<file path="src/rtl/majority_pkg.sv">
// majority_pkg: shared types and the bitwise popcount-majority helper for the N-way voter.
package majority_pkg;

    typedef enum logic [1:0] {HEALTHY, SUSPECT, FAULTY} chan_state_t;

    function automatic logic maj_bit(input logic [15:0] vec, input int limit);
        int ones;
        ones = 0;
        for (int i = 0; i < 16; i++) ones += int'(vec[i]);
        return ones > limit;
    endfunction

endpackage

</file>
<file path="src/rtl/majority_chan_monitor.sv">
// majority_chan_monitor: per-channel saturating mismatch counter and consecutive-disagreement fault FSM.
module majority_chan_monitor
    import majority_pkg::*;
#(
    parameter int CNT_W    = 8,
    parameter int FAULT_TH = 4
) (
    input  logic             clk,
    input  logic             rst,
    input  logic             sample_valid,
    input  logic             disagree,
    input  logic             clr,
    output logic [CNT_W-1:0] mismatch_cnt,
    output logic             fault
);
    localparam logic [7:0] TH = 8'(FAULT_TH);

    chan_state_t state;
    logic [7:0]  run;

    always_ff @(posedge clk) begin
        if (rst || clr) begin
            state        <= HEALTHY;
            run          <= '0;
            mismatch_cnt <= '0;
            fault        <= 1'b0;
        end else if (sample_valid) begin
            if (disagree && mismatch_cnt != '1) mismatch_cnt <= mismatch_cnt + CNT_W'(1);
            case (state)
                HEALTHY: if (disagree) begin
                    run   <= 8'd1;
                    state <= TH == 8'd1 ? FAULTY : SUSPECT;
                    fault <= TH == 8'd1;
                end
                SUSPECT: begin
                    run   <= disagree ? run + 8'd1 : 8'd0;
                    state <= !disagree ? HEALTHY : run + 8'd1 == TH ? FAULTY : SUSPECT;
                    fault <= disagree && run + 8'd1 == TH;
                end
                // Sticky: only clr or rst leaves FAULTY, and the run is already saturated here.
                default: fault <= 1'b1;
            endcase
        end
    end

endmodule

</file>
<file path="src/rtl/majority_voter_n.sv">
// majority_voter_n: bitwise majority vote over N_IN redundant channels with per-channel disagreement stats.
module majority_voter_n
    import majority_pkg::*;
#(
    parameter int N_IN     = 3,
    parameter int DATA_W   = 8,
    parameter int CNT_W    = 8,
    parameter int FAULT_TH = 4
) (
    input  logic                   clk,
    input  logic                   rst,
    input  logic                   in_valid,
    input  logic [N_IN*DATA_W-1:0] in_data,
    input  logic                   clr_stats,
    output logic                   out_valid,
    output logic [DATA_W-1:0]      out_data,
    output logic                   out_unanimous,
    output logic [N_IN*CNT_W-1:0]  mismatch_cnt,
    output logic [N_IN-1:0]        fault
);
    localparam int MAJ_LIMIT = N_IN / 2;

    logic [DATA_W-1:0] maj;
    logic [N_IN-1:0]   dis;

    for (genvar b = 0; b < DATA_W; b++) begin : g_bit
        logic [15:0] col;
        always_comb begin
            col = '0;
            for (int i = 0; i < N_IN; i++) col[i] = in_data[i*DATA_W+b];
        end
        assign maj[b] = maj_bit(col, MAJ_LIMIT);
    end

    for (genvar c = 0; c < N_IN; c++) begin : g_chan
        assign dis[c] = in_data[c*DATA_W +: DATA_W] != maj;
        majority_chan_monitor #(.CNT_W(CNT_W), .FAULT_TH(FAULT_TH)) u_mon (
            .clk          (clk),
            .rst          (rst),
            .sample_valid (in_valid),
            .disagree     (dis[c]),
            .clr          (clr_stats),
            .mismatch_cnt (mismatch_cnt[c*CNT_W +: CNT_W]),
            .fault        (fault[c])
        );
    end

    always_ff @(posedge clk) begin
        if (rst) begin
            out_valid     <= 1'b0;
            out_data      <= '0;
            out_unanimous <= 1'b0;
        end else begin
            out_valid <= in_valid;
            if (in_valid) begin
                out_data      <= maj;
                out_unanimous <= ~|dis;
            end
        end
    end

endmodule

</file>
<file path="config.mk">
export PLATFORM = sky130hd
export DESIGN_NAME = majority_voter_n
export DESIGN_NICKNAME = d
export VERILOG_FILES = /design/src/rtl/majority_pkg.sv /design/src/rtl/majority_chan_monitor.sv /design/src/rtl/majority_voter_n.sv
export SDC_FILE = /design/constraint.sdc
export NUM_CORES = 1
export LEC_CHECK = 0
export CAP_MARGIN = 20
export CORE_ASPECT_RATIO = 1.1
export CORE_MARGIN = 8
export CORE_UTILIZATION = 40
export CTS_CLUSTER_SIZE = 30
export DETAILED_ROUTE_END_ITERATION = 6
export PLACE_DENSITY = 0.7
export SKIP_CTS_REPAIR_TIMING = 1
export SYNTH_ARGS = -nofsm -noshare
export SYNTH_HDL_FRONTEND = slang
export SYNTH_HIERARCHICAL = 1
export SYNTH_SLANG_ARGS = --single-unit
</file>
<file path="constraint.sdc">
create_clock -name clk -period 4.5 [get_ports clk]
set_input_delay 0.9 -clock clk [delete_from_list [all_inputs] [get_ports clk]]
set_output_delay 0.9 -clock clk [all_outputs]
set_load 0.02 [all_outputs]
</file>
# After elaboration in Yosys (flattened, before gate mapping)
# Cells that the tools add are included.
# word_totals
wordCells	111
register_bits	67
output_inout_bits	37
inputBits	28
# op_classes
addsub	22
n_eq_ne	15
n_reduce_logical	24
magnitude_cmp	8
muxes	27
# ops
cell	n
$add 8x1->8 const B	6
$mux 8	6
$pmux 8 s2	3
$add 2x1->3	8
$eq 8x3->1 const B	3
$gt 3x1->1 const B	8
$ne 8x8->1	3
$ne 8x8->1 const B	3
$mux 2	9
$add 1x1->2	8
$pmux 2 s2	3
$reduce_and 2->1	6
$reduce_and 3->1	3
$eq 2x1->1 const B	3
$logic_and 1x1->1	6
$logic_not 2->1	3
$ne 2x1->1 const B	3
$pmux 1 s2	3
$reduce_bool 2->1	3
$mux 1	3
$reduce_or 3->1	1
$logic_not 1->1	1
$logic_or 1x1->1	1

# Logic depth before layout (Yosys ltp)
# logic_depth
ltp_word	6
mapped_depth	10
depth_no_buf	9

# Cells and area by module
# Netlist, hierarchy kept.
# by_module_without_submodules
module	seq_area_each_um2	n_inst	area_each_um2	cells_each
majority_chan_monitor	380.4	3	1016.0	117
majority_voter_n	200.2	1	818.3	94

# Worst setup path after synthesis
# OpenSTA, ideal clock, no wires.
# synth_timing
path_kind	input-to-reg
start	in in_data[0]
end	reg g_chan[2].u_mon.mismatch_cnt[5]
path_stages	10
setup_slack_ns	1.685
path_buffers	1
arrival_ns	2.746
required_time_ns	4.431
setup_ns	0.069
cell_sequence	ha_1 -> a21oi_1 -> xnor2_1 -> nor4_1 -> nand2_1 -> buf_2 -> and4_1 -> o211ai_1 -> or4_1 -> o21ai_1
# synth_via
elab_chain_len	6
# synth_lines
item	line	text
from (decl)	majority_voter_n.sv:13	input logic [N_IN*DATA_W-1:0] in_data,
$add 1x1->2	majority_pkg.sv:9	for (int i = 0; i < 16; i++) ones += int'(vec[i]);
$add 2x1->3	majority_pkg.sv:9	
$gt 3x1->1	majority_pkg.sv:10	return ones > limit;
$ne 8x8->1	majority_voter_n.sv:36	assign dis[c] = in_data[c*DATA_W +: DATA_W] != maj;
via dis[2]	majority_voter_n.sv:24	logic [N_IN-1:0] dis;
$logic_and 1x1->1	majority_chan_monitor.sv:28	if (disagree && mismatch_cnt != '1) mismatch_cnt <= mismatch_cnt + CNT_W'(1);
$reduce_and 2->1 (no source line)	n/a	
to (signal assigned)	majority_chan_monitor.sv:28	
to (decl)	majority_chan_monitor.sv:13	output logic [CNT_W-1:0] mismatch_cnt,
# The timed path passes the listed nets, and every way through them passes these cells.
# A chain may end at the register's enable or synchronous reset.

# Worst setup path after layout
# layout_timing
start	in in_data[3]
end	reg g_chan[1].u_mon.run[6]
# layout_via
elab_chain_len	6
elab_cells_between_ends	8
cone_classes	2 x add/sub; 1 x order compare; 2 x eq/ne; 2 x mux; 1 x reduce/logical
# layout_lines
item	line	text
$add 1x1->2 (*)	majority_pkg.sv:9	
$add 2x1->3 (*)	majority_pkg.sv:9	
$gt 3x1->1 (*)	majority_pkg.sv:10	
$ne 8x8->1 (*)	majority_voter_n.sv:36	
via dis[1]	majority_voter_n.sv:24	
$mux 8 or $ne 2x1->1 (tied branches)	n/a	
$pmux 8 s2 or $reduce_and 3->1 (tied branches)	n/a	
to (signal assigned)	majority_chan_monitor.sv:36	run <= disagree ? run + 8'd1 : 8'd0;
to (decl)	majority_chan_monitor.sv:19	logic [7:0] run;
# Mark *: on every way through the listed nets, which the timed path passes. The rest lies on a longest branch.

==> reports/results.tsv <==
stage	metric	value	unit
outcome	outcome	completed	
detailed_routing	drtIter0Drc	160	
setup_path	endpoint_kind	flip-flop	
sta	hold_violations	0	
detailed_routing	drtAntennaViolNets	0	
die	core_region_area	9400	sq um
yosys	synthFlopType	dfxtp_1	
sta	slew-limit-headroom	0.270	
clock_tree	path_clk_slew	0.07	ns
yosys	synth_top_family_by_area	simple AND/OR/NAND/NOR gates	
sta	fin_crit	3.55	ns
yosys	syn_area	3870	sq um
pwr	p_per_area	271	nW/um^2
die	die_height	119	um
worst_hold_path	hold_path_end	out_data[6]	
layout	final_cell_mix	67 x dfxtp_1, 64 x clkdlybuf4s50_1, 59 x nor2_1	
layout	final_common_cell	dfxtp_1	
yosys	synth_compound_area_frac	0.236	
worst_hold_path	hold_path_class	reg2reg	
clock_tree	clockRootBuffer	clkbuf_8	
layout	final_nets	548	
detailed_routing	wl_per_cell	15.2	um
detailed_routing	drc	0	
placement	placed_area	4590	sq um
yosys	synthSimpleGateAreaFrac	0.236	
die	fp.dieW	110	um
setup_path	path_class	in2reg	
yosys	ys_async_sr_fraction	0	
clock_tree	cts_inserted_buffers	9	
setup_path	worstPathMaxFanout	12	
global_route	antenna_found_initial	0	
placement	gp_congestion	0.888	
layout	stdcell_area	4780	sq um
yosys	ys_seq_elements	67	
die	start_util	0.411	
pwr	ir_drop	140	uV
yosys	syn_inst	445	
placement	dp_hpwl	7.08	mm
sta	worst_pin_slew	1.10	ns
clock_tree	tritoncts	yes	
yosys	synth_edf_count	0	
global_route	overflow	0	
yosys	synth_adder_area_share	0.0550	
layout	drive_gt1_frac	0.0748	
setup_path	arrival	3.72	ns
placement	port_buffers	64	
layout	syn2layout_area_growth	23.6	%
global_route	grt_max_degree	23	
die	boundaryPins	65	
setup_path	reg2reg_from	g_chan[2].u_mon/run[0]	
sta	tns	0	ns
yosys	synth_warnings	6	
worst_hold_path	hold_depth	2	
layout	insertedDiodeCount	0	
pwr	p_leak	1.62	nW
clock_tree	cts_max_level	3	
clock_tree	clock-sinks	67	
worst_hold_path	worstHoldStart	out_data[6]	
setup_path	slowest_delay	0.55	ns
flow_run	maxCapViolations	0	
sta	skew	0.00951	ns
sta	fin_crit_sh	0.789	
sta	setup-violations-final	0	
setup_path	reg2reg_to	g_chan[2].u_mon/state[0]	
detailed_routing	via_per_inst	5.68	
yosys	synth-xor-area-share	0.0838	
global_route	grt_pass1_wl	15.8	mm
sta	drv_slew	0	
setup_path	r2r_setup_slack	2.91	ns
layout	seqCellArea	1340	sq um
yosys	synth.area.mux_share	0.0155	
clock_tree	cts_max_path_buffers	2	
setup_path	required	4.67	ns
detailed_routing	vias	3552	
die	rows	37	
detailed_routing	wl	9.49	mm
global_route	grt_pass1_vias	3470	
sta	clock.fmax	282	MHz
detailed_routing	drt_first_pass_iters	4	
yosys	synth_nets	490	
layout	multiInputGateArea	2420	sq um
yosys	seq_area_frac_synth	0.347	
yosys	avgSynthCellArea	8.69	sq um
global_route	grt_usage	0.145	
sta	rsz0062_at_grt	false	
setup_path	startpoint_type	input pin	
setup_path	worst_r2r_path_depth	4	
clock_tree	clk_latency	0.33	ns
setup_path	path_cells	clkdlybuf4s50_1, ha_1, nand2b_1, o2111ai_1, a2111oi_2, nand4_1, nand4b_1, nor2_1, a31oi_1, a311oi_1	
die	dieArea	13100	sq um
setup_path	slowest_stage	nand4_1	
yosys	synth_cell_types	51	
layout	nFillCells	890	
-- worst max path at each step --
stage	endpoint	from	cells after the start	slack [ns]
6_report	g_chan[1].u_mon/run[6]	in_data[3]	10	0.95
5_1_grt	g_chan[1].u_mon/run[2]	in_data[0]	10	0.79
4_1_cts	g_chan[1].u_mon/run[6]	in_data[3]	10	1.02
3_5_place_dp	g_chan[1].u_mon/run[6]	in_data[3]	10	0.65
3_3_place_gp	g_chan[1].u_mon/run[6]	in_data[3]	10	0.79
2_1_floorplan	g_chan[2].u_mon/mismatch_cnt[5]	in_data[0]	10	1.69
-- area by class of cell --
| cell class | count | share of cell area |
|---|---|---|
| clock buffer | 11 | 0.0296 |
| clock inverter | 5 | 0.0110 |
| inverter | 8 | 0.00628 |
| multi-input combinational | 352 | 0.506 |
| timing repair buffer | 65 | 0.136 |
| tap | 117 | 0.0306 |
| sequential | 67 | 0.281 |
-- flip-flops by register name (all words and copies together), names as in the netlist --
signal	cells
g_chan.u_mon/mismatch_cnt	24
g_chan.u_mon/run	24
out_data	8
g_chan.u_mon/state	6
g_chan.u_mon/fault	3
out_unanimous	1
out_valid	1
-- synthesized netlist by cell type, types with 4 or more instances --
| cell | instances | area share |
|---|---|---|
| nand2b_1 | 8 | 0.013 |
| nand3_1 | 18 | 0.023 |
| nand2_1 | 17 | 0.017 |
| dfxtp_1 | 67 | 0.35 |
| ha_1 | 17 | 0.055 |
| a21oi_2 | 7 | 0.016 |
| clkbuf_1 | 12 | 0.012 |
| xor2_1 | 9 | 0.020 |
| a311oi_1 | 6 | 0.014 |
| buf_2 | 6 | 0.0078 |
| nor4_1 | 4 | 0.0065 |
| o21ai_0 | 6 | 0.0078 |
| nand4_1 | 10 | 0.016 |
| nor3_1 | 4 | 0.0052 |
| a21oi_1 | 24 | 0.031 |
| a41o_1 | 6 | 0.016 |
| nor3b_1 | 8 | 0.016 |
| o41ai_2 | 4 | 0.017 |
| o2111ai_1 | 4 | 0.0091 |
| or3_1 | 6 | 0.0097 |
| nor2_1 | 59 | 0.057 |
| a211oi_1 | 12 | 0.023 |
| o21ai_1 | 18 | 0.023 |
| mux2i_1 | 6 | 0.016 |
| nor2b_1 | 4 | 0.0065 |
| and4_1 | 6 | 0.014 |
| xnor2_1 | 28 | 0.063 |
| inv_1 | 8 | 0.0078 |
-- report_power, final --
part | total, mW | switching [mW] | internal, mW | leakage (nW)
clock network | 0.490 | 0.222 | 0.268 | 0.0991
logic | 0.187 | 0.100 | 0.0864 | 0.976
registers | 0.616 | 0.0117 | 0.605 | 0.544
-- worst max-delay path: cells and delay by family --
family	cells	cell delay (ns)
and+or+nand+nor	4	1.30
buffers and inverters	1	0.45
AOI/OAI and AO/OA	4	0.82
adders and majority gates	1	0.26
-- stage by stage --
stage | hold slack [ns] | std cells | utilization | setup slack, ns | total power [mW]
after CTS | 0.492 | 625 | 0.509 | 1.02 | 1.31
after global routing | 0.515 | 625 | 0.509 | 0.792 | 1.35
after detailed placement | 0.481 | 609 | 0.488 | 0.651 | 0.816
after global placement | 0.480 | 609 | 0.488 | 0.788 | 0.812
after floorplan | 0.464 | 445 | - | 1.69 | 0.740
final | 0.486 | 625 | 0.509 | 0.951 | 1.29
-- cells by family (layout without fill, tap and decap cells) --
kind of cell	after synthesis	count (layout)
AND/OR/NAND/NOR	169	169
AO/OA/AOI/OAI	123	123
flip-flops	67	67
XOR/XNOR	37	37
buffers and inverters	26	89
adder cells (fa/ha/maj)	17	17
multiplexers	6	6
-- metal layers --
layer / share of wire / vias up / global-route usage
met4: 0.015 / 0 / 0.0600
met3: 0.063 / 10 / 0.0437
met1: 0.44 / 1667 / 0.173
li1: - / 1788 / -
met2: 0.48 / 87 / 0.236
met5: 0 / - / 0
No activity file was read; power rests on OpenSTA's default activity.
